**src/rtl/dmem_arbiter.sv**
```systemverilog
// Round-robin arbiter and access sequencer between two core-side cache controllers
// and the single shared data memory port: IDLE -> ACCESS -> RESP -> IDLE.
module dmem_arbiter #(
    parameter int unsigned WAIT_CYCLES = 0
) (
    input  logic        clk,
    input  logic        reset,

    input  logic        c0_req,
    input  logic        c0_we,
    input  logic [31:0] c0_addr,
    input  logic [31:0] c0_wdata,
    input  logic [2:0]  c0_mask,
    output logic        c0_ack,
    output logic [31:0] c0_rdata,

    input  logic        c1_req,
    input  logic        c1_we,
    input  logic [31:0] c1_addr,
    input  logic [31:0] c1_wdata,
    input  logic [2:0]  c1_mask,
    output logic        c1_ack,
    output logic [31:0] c1_rdata,

    output logic [31:0] mem_addr,
    output logic [31:0] mem_wdata,
    output logic [2:0]  mem_mask,
    output logic        mem_rd_en,
    output logic        mem_wr_en,
    input  logic [31:0] mem_rdata,

    output logic        busy,
    output logic        owner,
    output logic [1:0]  dbg_state
);

    // Handshake: a core raises cX_req with its command and holds it until cX_ack,
    // a single-cycle pulse carrying cX_rdata. The request is sampled only in IDLE;
    // a req still high in the cycle after the ack is taken as a new request.

    localparam logic [3:0] LP_WAIT = 4'(WAIT_CYCLES);

    typedef enum logic [1:0] {
        ST_IDLE   = 2'd0,
        ST_ACCESS = 2'd1,
        ST_RESP   = 2'd2
    } state_t;

    state_t      r_state;
    logic        r_last;
    logic [3:0]  r_cnt;
    logic        r_we;
    logic        r_owner;
    logic        r_busy;
    logic [31:0] r_mem_addr;
    logic [31:0] r_mem_wdata;
    logic [2:0]  r_mem_mask;
    logic        r_mem_rd_en;
    logic        r_mem_wr_en;
    logic        r_c0_ack;
    logic [31:0] r_c0_rdata;
    logic        r_c1_ack;
    logic [31:0] r_c1_rdata;

    logic        w_any_req;
    logic        w_win;
    logic        w_win_we;
    logic [31:0] w_win_addr;
    logic [31:0] w_win_wdata;
    logic [2:0]  w_win_mask;

    // On a tie the core that did not win last time is granted (w_win=1 means core1).
    assign w_any_req   = c0_req | c1_req;
    assign w_win       = c1_req & (~c0_req | ~r_last);
    assign w_win_we    = w_win ? c1_we    : c0_we;
    assign w_win_addr  = w_win ? c1_addr  : c0_addr;
    assign w_win_wdata = w_win ? c1_wdata : c0_wdata;
    assign w_win_mask  = w_win ? c1_mask  : c0_mask;

    // The mem_* registers double as the latched request: they hold the winner's
    // command for the whole ACCESS window and are cleared on leaving it.
    always_ff @(posedge clk or negedge reset) begin
        if (!reset) begin
            r_state     <= ST_IDLE;
            r_last      <= 1'b1;
            r_cnt       <= 4'd0;
            r_we        <= 1'b0;
            r_owner     <= 1'b0;
            r_busy      <= 1'b0;
            r_mem_addr  <= 32'd0;
            r_mem_wdata <= 32'd0;
            r_mem_mask  <= 3'd0;
            r_mem_rd_en <= 1'b0;
            r_mem_wr_en <= 1'b0;
            r_c0_ack    <= 1'b0;
            r_c0_rdata  <= 32'd0;
            r_c1_ack    <= 1'b0;
            r_c1_rdata  <= 32'd0;
        end else begin
            case (r_state)
                ST_IDLE: begin
                    if (w_any_req) begin
                        r_owner     <= w_win;
                        r_last      <= w_win;
                        r_we        <= w_win_we;
                        r_cnt       <= LP_WAIT;
                        r_busy      <= 1'b1;
                        r_mem_addr  <= w_win_addr;
                        r_mem_wdata <= w_win_wdata;
                        r_mem_mask  <= w_win_mask;
                        r_mem_rd_en <= ~w_win_we;
                        r_mem_wr_en <= w_win_we & (LP_WAIT == 4'd0);
                        r_state     <= ST_ACCESS;
                    end
                end

                ST_ACCESS: begin
                    if (r_cnt != 4'd0) begin
                        r_cnt       <= r_cnt - 4'd1;
                        // A store strobes only in the final ACCESS cycle.
                        r_mem_wr_en <= r_we & (r_cnt == 4'd1);
                    end else begin
                        r_c0_ack    <= ~r_owner;
                        r_c1_ack    <= r_owner;
                        r_c0_rdata  <= (~r_owner & ~r_we) ? mem_rdata : 32'd0;
                        r_c1_rdata  <= ( r_owner & ~r_we) ? mem_rdata : 32'd0;
                        r_mem_addr  <= 32'd0;
                        r_mem_wdata <= 32'd0;
                        r_mem_mask  <= 3'd0;
                        r_mem_rd_en <= 1'b0;
                        r_mem_wr_en <= 1'b0;
                        r_state     <= ST_RESP;
                    end
                end

                ST_RESP: begin
                    r_c0_ack   <= 1'b0;
                    r_c1_ack   <= 1'b0;
                    r_c0_rdata <= 32'd0;
                    r_c1_rdata <= 32'd0;
                    r_busy     <= 1'b0;
                    r_state    <= ST_IDLE;
                end

                default: begin
                    r_state <= ST_IDLE;
                end
            endcase
        end
    end

    assign c0_ack    = r_c0_ack;
    assign c0_rdata  = r_c0_rdata;
    assign c1_ack    = r_c1_ack;
    assign c1_rdata  = r_c1_rdata;
    assign mem_addr  = r_mem_addr;
    assign mem_wdata = r_mem_wdata;
    assign mem_mask  = r_mem_mask;
    assign mem_rd_en = r_mem_rd_en;
    assign mem_wr_en = r_mem_wr_en;
    assign busy      = r_busy;
    assign owner     = r_owner;
    assign dbg_state = r_state;

    a_single_ack: assert property (@(posedge clk) disable iff (!reset) !(c0_ack && c1_ack));
    a_excl_en:    assert property (@(posedge clk) disable iff (!reset) !(mem_rd_en && mem_wr_en));

endmodule

```
**config.mk**
```make
export PLATFORM = sky130hd
export DESIGN_NAME = dmem_arbiter
export DESIGN_NICKNAME = d
export VERILOG_FILES = /design/src/rtl/dmem_arbiter.sv
export SDC_FILE = /design/constraint.sdc
export NUM_CORES = 1
export LEC_CHECK = 0
export BUFFER_PORTS_ARGS = -buffer_cell sky130_fd_sc_hd__buf_2
export CORE_ASPECT_RATIO = 1.5
export CORE_MARGIN = 10
export CORE_UTILIZATION = 25
export DETAILED_ROUTE_END_ITERATION = 8
export PLACE_DENSITY_LB_ADDON = 0.2
export SETUP_SLACK_MARGIN = 0.05
export SLEW_MARGIN = 5
export SYNTH_ARGS = -nofsm -noshare
export SYNTH_HDL_FRONTEND = slang
export SYNTH_SLANG_ARGS = --single-unit
```
**constraint.sdc**
```tcl
create_clock -name clk -period 3.2 [get_ports clk]
set_input_delay 0.64 -clock clk [delete_from_list [all_inputs] [get_ports clk]]
set_output_delay 0.64 -clock clk [all_outputs]
set_load 0.01 [all_outputs]
```
[After elaboration in Yosys (flattened, before gate mapping)]
Cells that the tools add are included.
Storage, ports and cells
  register bits after elaboration: 145
  input port bits: 172
  output and inout port bits: 139
  logic and storage cells: 81
Cells by class
  add/sub/neg operators: 1
  equal/unequal tests: 6
  mux-type cells: 36
  bitwise logic cells: 11
  reductions and logical operators: 12
Operators by type and width (count)
  $mux 32: 9
  $pmux 32 s2: 4
  $pmux 1 s2: 5
  $reduce_and 2->1: 5
  $mux 3: 3
  $mux 1: 8
  $mux 4: 2
  $pmux 4 s2: 1
  $ne 2x2->1 const B: 3
  $pmux 3 s2: 1
  $reduce_and 3->1: 2
  $reduce_bool 2->1: 3
  $not 1->1: 5
  $and 1x1->1: 4
  $eq 4x1->1 const B: 1
  $mux 2: 2
  $pmux 2 s2: 1
  $reduce_bool 4->1: 1
  $sub 4x1->4 const B: 1
  $eq 2x1->1 const B: 1
  $eq 2x2->1 const B: 1
  $logic_not 2->1: 1
  $or 1x1->1: 2

[Longest topological paths before layout]
Gate-level depths: netlist of the first run.
  word-level depth: 7
  depth in mapped cells: 9
  depth with buffers taken out: 7

[Worst setup path before layout of the first run]
No wires, ideal clock.
  path type: input to register
  from: input port c1_req
  to: register r_mem_wr_en, in the netlist mem_wr_en
  library setup time: 0.139 ns
  data arrival time: 1.642 ns
  data required time: 3.061 ns
  slack: 1.419 ns
  cell stages on the path: 6
  path buffers: 2
  path through: nor2_1 -> or3_1 -> buf_2 -> buf_2 -> a211oi_1 -> o22ai_1
On the way
  longest elaborated chain between the ends: 4
  elaborated cells between the ends (all ways): 7
  classes of those cells: eq/ne (1); mux (3); bitwise (2); reduce/logical (1)
RTL lines
  from (decl): line 17  | input logic c1_req,
  $and 1x1->1: line 74  | assign w_win = c1_req & (~c0_req | ~r_last);
  $mux 1: line 75  | assign w_win_we = w_win ? c1_we : c0_we;
  $mux 1: line 102  | if (w_any_req) begin
  $pmux 1 s2: line 100  | case (r_state)
  to (signal assigned): line 112  | r_mem_wr_en <= w_win_we & (LP_WAIT == 4'd0);
  to (signal assigned): line 121  | r_mem_wr_en <= r_we & (r_cnt == 4'd1);
  to (decl): line 59  | logic r_mem_wr_en;
Parallel ways exist; a longest one is shown, timed or not. The select of a mux whose other input is x is not followed.
A chain may end at the register's enable or synchronous reset.

[Worst setup path after layout of the first run]
  from: register r_cnt[1]
  to: register r_c1_rdata[9], in the netlist c1_rdata[9]
On the way
  longest elaborated chain between the ends: 3
RTL lines
  from (decl): line 51  | logic [3:0] r_cnt;
  from (signal assigned): line 119  | r_cnt <= r_cnt - 4'd1;
  $reduce_bool 4->1: line 118  | if (r_cnt != 4'd0) begin
  $ne 2x2->1 (no line)
  $reduce_and 2->1 (no line)
  to (signal assigned): line 126  | r_c1_rdata <= ( r_owner & ~r_we) ? mem_rdata : 32'd0;
  to (decl): line 63  | logic [31:0] r_c1_rdata;
No other way between the ends.

==> results.toml, run 1 <==
[global_routing]
grt_use_met2 = 0.220
antenna_found_initial = 0
grt_pass1_vias = 5721
grt_most_used_layer = "met2"
grt-ovfl-total = 0
grt_usage = 0.132
grtUsageMet3 = 0.0543
grt_start_max_net_pins = 117
grt_pass1_wl_um = 32300
grtUsageMet1 = 0.151

[drt]
vias = 5155
drtAntennaViolNets = 0
drcViolationCount = 0
drt_first_pass_iters = 4
routed_via_density = 4.46
drt_iter0_drc = 148
wl_um = 20900
wire_per_inst_um = 18.0

[clocking]
cts_root_buffer = "clkbuf_16"
cts_setup_buffers = 0
htreeDepth = 4
numCtsBuffers = 17
post_cts_resized = 0
clk_path_buf_depth = 2
cts_hold_buf = 0
clk_pin_slew_worst_paths_ns = 0.06
clock_latency_ns = 0.42
tritoncts = "built"
cts_sinks = 145

[synth]
synth_top_area_cell = "dfrtp_1"
seq_area_frac_synth = 0.592
ys_ff_latch = 145
synth_top_family_by_area = "compound AO/OA/AOI/OAI gates"
yosysTopAreaCellShare = 0.588
syn_nets = 698
synth.distinct_cells = 32
synth-compound-area-share = 0.155
netlist_area_um2 = 6130
yosys.area_share.simple = 0.0937
synth_adder_area_share = 0.00612
synthTopCellsByArea = "dfrtp_1 (59%), mux2i_1 (11%), a22o_1 (8.3%)"
postSynthCellCount = 523
syn_area_per_cell_um2 = 11.7
synthMuxAreaShare = 0.113
synth_warnings = 0
synth_xor_xnor_area_share = 0

[final_layout]
multi_input_area_um2 = 2280
fillers = 2514
drive_above_1_share = 0.436
final_common_cell = "buf_2"
seqCellArea_um2 = 3630
syn_to_final_growth_pct = 40.9
final_cell_mix = "buf_2 (309), dfrtp_1 (144), nand3_1 (75)"
num_antenna_cells = 0
final_nets = 997

[floorplanning]
start_util = 0.253
dieArea_um2 = 31300
num_rows = 70
io_pins = 311
core_um2 = 24300
die_x_um = 148
die_h_um = 212

[run]
max-cap-violations = 0

[power_and_ir_drop]
p_leak_uw = 0.00456
peakVddDrop_mv = 0.372
totalPowerFinal_uw = 8260
powerDensity_nw_per_um2 = 957

[sta]
period_needed_ns = 2.29
clock_skew_ns = 0.00825
tns_ns = 0
setup_violations = 0
rsz0062_at_grt = "no"
relSlewSlack = 0.452
finalCritPeriodShare = 0.714
slew_viol_final = 0
tightestPinTransition_ns = 0.823
hold_viol_final = 0
fmax_mhz = 437

[hold_path]
hold_class = "input pin to asynchronous set/reset pin"

[worst_setup_path]
critPathCaptureType = "flop"
path_class = "flop to flop"
startpoint = "r_cnt[1]"
cp_max_fo = 60
worstPathRequired_ns = 3.50
r2r-start = "r_cnt[1]"
worstPathArrival_ns = 2.59
start_kind = "flop"

[place]
port_buffers = 310
place.gp.congestion = 0.715
dp_hpwl_um = 15600

[outcome]
status = "completed"
## stage by stage
step	utilization	setup WS (ns)	instances	instance area, µm²	hold WS (ns)
after global routing	0.356	0.780	1156	8630	0.304
after floorplan	-	1.42	523	6130	0.344
after global placement	0.331	0.886	1127	8040	0.474
after CTS	0.356	0.905	1156	8630	0.288
after detailed placement	0.331	0.868	1127	8040	0.475
final	0.356	0.914	1156	8630	0.248
## sequential cells by signal, indices dropped and copies added, names as in the netlist, 2 cells and up
name / flops
r_cnt: 4
mem_mask: 3
mem_wdata: 32
c0_rdata: 32
dbg_state: 2
mem_addr: 32
c1_rdata: 32
## critical path, stage by stage, from the launching register on
cell	delay, ns
dfrtp_1	0.39
inv_1	0.10
ha_1	0.18
nand2b_1	0.07
or3_2	0.56
inv_4	0.15
nor2_4	0.04
buf_4	0.34
a22o_1	0.31
## Yosys cell counts (all sizes together)
master   number
a211oi        1
a21boi        1
a21oi         6
a22o         58
a31o          1
a32o          1
and4b         1
buf          35
clkbuf       11
dfrtp       144
dfstp         1
ha            3
inv           3
mux2i        69
nand2        12
nand2b        2
nand3        75
nand4b        1
nor2         13
nor2b         5
nor3          2
nor4          1
o21ai        73
o22ai         1
o2bb2ai       1
or3           2
## cells by family (layout without fill, tap and decap cells)
group / Yosys count / after routing
multiplexers: 69 / 69
AND/OR/NAND/NOR: 114 / 114
AO/OA/AOI/OAI: 143 / 143
flip-flops: 145 / 145
buffers and inverters: 49 / 358
adder cells (fa/ha/maj): 3 / 3
## path summary, 6_finish.rpt
kind	to	slack (ns)	cells after the start
setup / recovery	c1_rdata[9]	0.91	8
hold / removal	c1_rdata[26]	0.25	1
setup reg to reg	c1_rdata[9]	0.91	8
hold reg to reg	mem_addr[24]	0.49	2
max in group asynchronous	c1_rdata[3]	2.15	2
min in group clk	c1_rdata[26]	0.44	2
## power breakdown
part | switching [µW] | leakage [µW] | internal [µW]
registers | 436 | 0.00189 | 2600
clock network | 760 | 0.000287 | 1250
logic | 1930 | 0.00238 | 1280
total | 3120 | 0.00456 | 5130
## routing by layer
layer	vias up	wire length (µm)
li1	2513	-
met1	2417	8640
met2	211	10400
met3	14	1630
met4	0	207
met5	-	0
## layout make-up
cell class / count / share of cell area
clock buffer: 19 / 0.0525
sequential: 145 / 0.420
inverter: 3 / 0.00159
tap: 324 / 0.0470
multi-input combinational: 329 / 0.264
clock inverter: 10 / 0.0159
timing repair buffer: 326 / 0.199
Note: power is estimated with default switching activity, not from simulation.
==> run 2, diff against run 1 <==
- clock period: 3.2 -> 2 ns (I/O delays scaled with it)
==> run 2 against run 1 <==
  * Wire length up 0.42%
  * First-iteration DRC count down 6.1%
  * Via count rose by 0.58%
  * Combinational power up 71%
  * Worst setup slack lost 0.72 ns
  * Non-clock buffer count increased by 16
  * Cell count rose by 1.6%
  * Maximum frequency is 26% higher
  * Clock power increased by 83%
  * Critical path depth unchanged
  * Critical endpoint is now c1_rdata[18]
  * Largest power group unchanged
==> results.toml, run 2 (synthesis results as in run 1) <==
[clocking]
clk_path_buf_depth = 2
clk_pin_slew_worst_paths_ns = 0.06
numCtsBuffers = 17
cts_sinks = 145
htreeDepth = 4
clock_latency_ns = 0.41
tritoncts = "built"
cts_root_buffer = "clkbuf_16"

[drt]
drtAntennaViolNets = 0
vias = 5185
drt_iter0_drc = 139
drcViolationCount = 0
drt_first_pass_iters = 5
wire_per_inst_um = 17.8
wl_um = 20900
routed_via_density = 4.42

[place]
dpl_cell_area_um2 = 8240
port_buffers = 310
dp_hpwl_um = 16200
place.gp.congestion = 0.718

[global_routing]
grt-ovfl-total = 0
grtUsageMet3 = 0.0517
grt_usage = 0.133
grtUsageMet1 = 0.154
grt_use_met2 = 0.223
grt_pass1_wl_um = 33000
grt_pass1_vias = 5750
grt_most_used_layer = "met2"
grt_start_max_net_pins = 78
antenna_found_initial = 0

[final_layout]
final_nets = 1013
final_common_cell = "buf_2"
num_antenna_cells = 0
syn_to_final_growth_pct = 45.7
final_cell_mix = "buf_2 (309), dfrtp_1 (144), nand3_1 (75)"
final_area_um2 = 8930
drive_above_1_share = 0.444

[outcome]
status = "completed"

[sta]
finalCritPeriodShare = 0.904
rsz0062_at_grt = "no"
slew_viol_final = 0
relSlewSlack = 0.655
tightestPinTransition_ns = 0.512
setup_violations = 0
hold_viol_final = 0
holdWs_ns = 0.218
clock_skew_ns = 0.00831
fmax_mhz = 553
period_needed_ns = 1.81
tns_ns = 0

[hold_path]
hold_class = "input pin to flop"

[worst_setup_path]
start_kind = "flop"
path_class = "flop to flop"
critPathSlowestCell = "or3_4"
slowest_delay_ns = 0.39
cp_max_fo = 32
worstPathArrival_ns = 2.11
critPathCaptureType = "flop"
worstPathRequired_ns = 2.30
cpLargestDelayFamily = "simple AND/OR/NAND/NOR gates"
crit_chain = "inv_1 > ha_1 > nand2b_1 > or3_4 > inv_4 > nor2_4 > buf_12 > a22o_1"
cp_num_buf_inv = 3

[run]
max-cap-violations = 0

[power_and_ir_drop]
totalPowerFinal_uw = 14000
p_leak_uw = 0.00471
powerDensity_nw_per_um2 = 1570
peakVddDrop_mv = 0.557

[floorplanning]
io_pins = 311
num_rows = 70
start_util = 0.253
die_h_um = 212
die_x_um = 148
dieArea_um2 = 31300
core_um2 = 24300
==> run 2: cell types whose count changed in the layout (fill, tap and decap cells not counted), moves of 2 or more <==
cell	before	now
bufinv_16	3	6
inv_6	0	2
clkbuf_1	0	3
clkinvlp_4	2	0
clkinv_4	2	0
buf_4	13	21
clkinv_2	3	0
buf_12	3	10
==> run 2: cell type report <==
class	count	area, µm²
fill	2516	15300
sequential	145	3630
tap	324	405
clock buffer	23	478
timing repair buffer	342	1930
multi-input combinational	329	2280
inverter	3	13.8
clock inverter	8	198
==> run 2: where the power goes <==
group | internal [µW] | switching (µW) | leakage [µW]
combinational | 2330 | 3170 | 0.00249
sequential | 4160 | 680 | 0.00189
clock | 2450 | 1220 | 0.000328
==> run 2: metrics by stage <==
stage | utilization | setup slack (ns) | std cells
after floorplan | - | 0.225 | 523
after global placement | 0.340 | 0.0908 | 1142
after detailed placement | 0.340 | 0.0498 | 1142
final | 0.368 | 0.191 | 1174
after CTS | 0.368 | 0.192 | 1174
after global routing | 0.368 | 0.0758 | 1174
==> run 2: what timing repair did <==
item | 4_1_cts | 5_1_grt
setup buffers | 0 | 0
gates resized for setup | 1 | 0
hold endpoints to repair | 40 | 0
setup endpoints to repair | 7 | 0
hold buffers | 1 | 0
==> run 2: layer usage <==
layer	vias to the layer above	wire length (µm)	part of all wire
li1	2547	-	-
met1	2433	8860	0.42
met2	194	10400	0.50
met3	11	1520	0.072
met4	0	196	0.0094
met5	-	0	0
==> run 2: worst paths after layout <==
kind | from | to | cells past startpoint | slack (ns)
worst max-delay path | r_cnt[0] | c1_rdata[18] | 8 | 0.19
worst min-delay path | mem_rdata[28] | c1_rdata[28] | 2 | 0.22
worst max register to register | r_cnt[0] | c1_rdata[18] | 8 | 0.19
worst min register to register | mem_mask[1] | mem_mask[1] | 2 | 0.49
max in group asynchronous | reset | mem_mask[2] | 3 | 0.84
min in group asynchronous | reset | c0_rdata[23] | 2 | 0.49
==> run 3, diff against run 2 <==
- ABC_AREA: not set -> 1
==> run 3 against run 2 <==
  * Die area up 4.6%
  * Clock skew rose by 0.0012 ns
  * Combinational power up 4.0%
  * Maximum frequency increased by 3.3%
  * Count of clock-buffer cells in the layout down 3
  * Non-clock buffer count decreased by 13
  * Total power is 2.8% lower
  * Sequential power is 3% higher
  * Worst setup slack better by 0.058 ns
  * Highest routed layer is now met5
  * Final area grew 0.66%
  * Utilization fell by 1.7 points
  * Wire length grew 8.1%
  * Largest power group unchanged
==> results.toml, run 3 <==
[sta]
holdWs_ns = 0.224
relSlewSlack = 0.625
tns_ns = 0
finalCritPeriodShare = 0.875
fmax_mhz = 571
period_needed_ns = 1.75
hold_viol_final = 0
tightestPinTransition_ns = 0.562
rsz0062_at_grt = "no"
setup_ws_ns = 0.249
clock_skew_ns = 0.00949
slew_viol_final = 0
setup_violations = 0

[global_routing]
grt_pass1_vias = 6294
antenna_found_initial = 1
grt-ovfl-total = 0
grt_start_max_net_pins = 72
grt_usage = 0.137
grt_pass1_wl_um = 35300

[synth]
synth_common_cells = "nand2_1 (326), dfrtp_1 (144), inv_1 (80), o211ai_1 (67), o21ai_1 (54)"
synth_warnings = 0
ys.flop_type = "dfrtp_1"
netlist_area_um2 = 6450
syn_area_per_cell_um2 = 8.45
synth_top_area_cell = "dfrtp_1"
async_flop_share = 1.00
yosysMostFrequentCell = "nand2_1"
seq_area_frac_synth = 0.563
yosysTopAreaCellShare = 0.559
ys_ff_latch = 145
postSynthCellCount = 763
syn_nets = 938
synth.distinct_cells = 23
synthTopCellsByArea = "dfrtp_1 (56%), nand2_1 (19%), o211ai_1 (7.8%)"
synth_edf_count = 0

[drt]
drt_first_pass_iters = 4
vias = 6022
drtAntennaViolNets = 0
drt_iter0_drc = 181
routed_via_density = 4.26
wire_per_inst_um = 16.0
wl_um = 22600
drcViolationCount = 0

[floorplanning]
num_rows = 72
dieArea_um2 = 32800
die_x_um = 151
start_util = 0.252
core_um2 = 25600
die_h_um = 217
io_pins = 311

[place]
place.gp.congestion = 0.744
dp_hpwl_um = 17000
dp_slack_ns = 0.109
port_buffers = 310

[hold_path]
hold_class = "input pin to flop"

[worst_setup_path]
start_kind = "flop"
worstPathArrival_ns = 2.09
worstPathRequired_ns = 2.34
cpLargestDelayFamily = "simple AND/OR/NAND/NOR gates"
slowest_delay_ns = 0.39
critPathSlowestCell = "dfrtp_1"
path_class = "flop to flop"
cp_max_fo = 42
critPathCaptureType = "flop"
cp_num_buf_inv = 2
crit_chain = "inv_1 > ha_1 > nand2_2 > nor2_8 > nor2_4 > buf_12 > nand2_1 > o21ai_1"

[outcome]
status = "completed"

[clocking]
numCtsBuffers = 17
clk_path_buf_depth = 2
tritoncts = "built"
cts_root_buffer = "clkbuf_16"
htreeDepth = 4
clk_pin_slew_worst_paths_ns = 0.06
cts_sinks = 145
clock_latency_ns = 0.42

[final_layout]
final_nets = 1243
num_antenna_cells = 0
final_cell_mix = "nand2_1 (325), buf_2 (309), dfrtp_1 (144)"
syn_to_final_growth_pct = 39.4
drive_above_1_share = 0.341
final_common_cell = "nand2_1"

[run]
max-cap-violations = 0

[power_and_ir_drop]
peakVddDrop_mv = 0.588
p_leak_uw = 0.00519
powerDensity_nw_per_um2 = 1510
run 3: cell count changes in the layout (fill, tap and decap cells not counted), moves of 5 or more:
cell / previous run / this run
nand2_1: 12 / 325
mux2i_1: 69 / 0
o21ai_1: 0 / 54
bufinv_16: 6 / 0
nor2b_1: 5 / 0
o211ai_1: 0 / 67
nand3_1: 75 / 9
buf_4: 21 / 10
a22o_1: 58 / 0
a21oi_1: 6 / 0
o21ai_0: 73 / 15
inv_1: 2 / 80
run 3: per-stage QoR:
stage          cells   util  power [µW]  area, µm²
2_1_floorplan    763      -        8280       6450
3_3_place_gp    1379  0.330       10800       8430
3_5_place_dp    1379  0.330       10900       8430
4_1_cts         1412  0.351       13900       8980
5_1_grt         1414  0.351       14800       8990
6_report        1414  0.351       13600       8990
run 3: worst reg2reg max path: cells and delay by family (launching register included):
family	cells	cell delay [ns]
simple gates	4	0.65
fa+ha+maj	1	0.21
flops	1	0.39
buf+inv	2	0.33
compound gates	1	0.09
run 3: cell type report:
type | count | area, µm²
Multi-Input combinational cell | 494 | 2300
Sequential cell | 145 | 3630
Clock inverter | 12 | 85.1
Clock buffer | 20 | 447
Fill cell | 2772 | 16600
Inverter | 81 | 307
Timing Repair Buffer | 329 | 1800
Tap cell | 333 | 417
run 3: repair_timing:
action	in CTS	in global routing
hold buffers	1	0
resized for setup	0	0
endpoints found under the setup margin	0	92
setup buffers	0	1
hold endpoints to repair	32	0
run 3: routing by layer:
metal | track usage | wire length [µm]
met2 | 0.222 | 10900
met4 | 0.0338 | 198
met1 | 0.158 | 9140
met5 | 0 | 13
met3 | 0.0657 | 2360
run 3: kinds of logic (layout without fill, tap and decap cells):
family          Yosys count  count (layout)  share of synthesized area
compound gates          138             138                      0.135
buf+inv                 125             442                     0.0836
flops                   145             145                      0.563
xor+xnor                  1               1                    0.00136
simple gates            351             352                      0.211
fa+ha+maj                 3               3                    0.00582
run 3: path summary, 6_finish.rpt:
check,start,to,slack [ns],cells past startpoint
worst max-delay path,r_cnt[0],c0_rdata[25],0.25,8
worst min-delay path,c1_addr[24],mem_addr[24],0.22,3
worst max register to register,r_cnt[0],c0_rdata[25],0.25,8
worst min register to register,r_last,r_last,0.47,2
max in group asynchronous,reset,r_last,0.85,3
min in group asynchronous,reset,mem_addr[20],0.43,2
run 3: power breakdown:
part,internal (µW),switching (µW),leakage (µW)
Clock,1620,1290,0.000253
Sequential,4240,749,0.00188
Combinational,2150,3570,0.00305
Total,8010,5610,0.00519
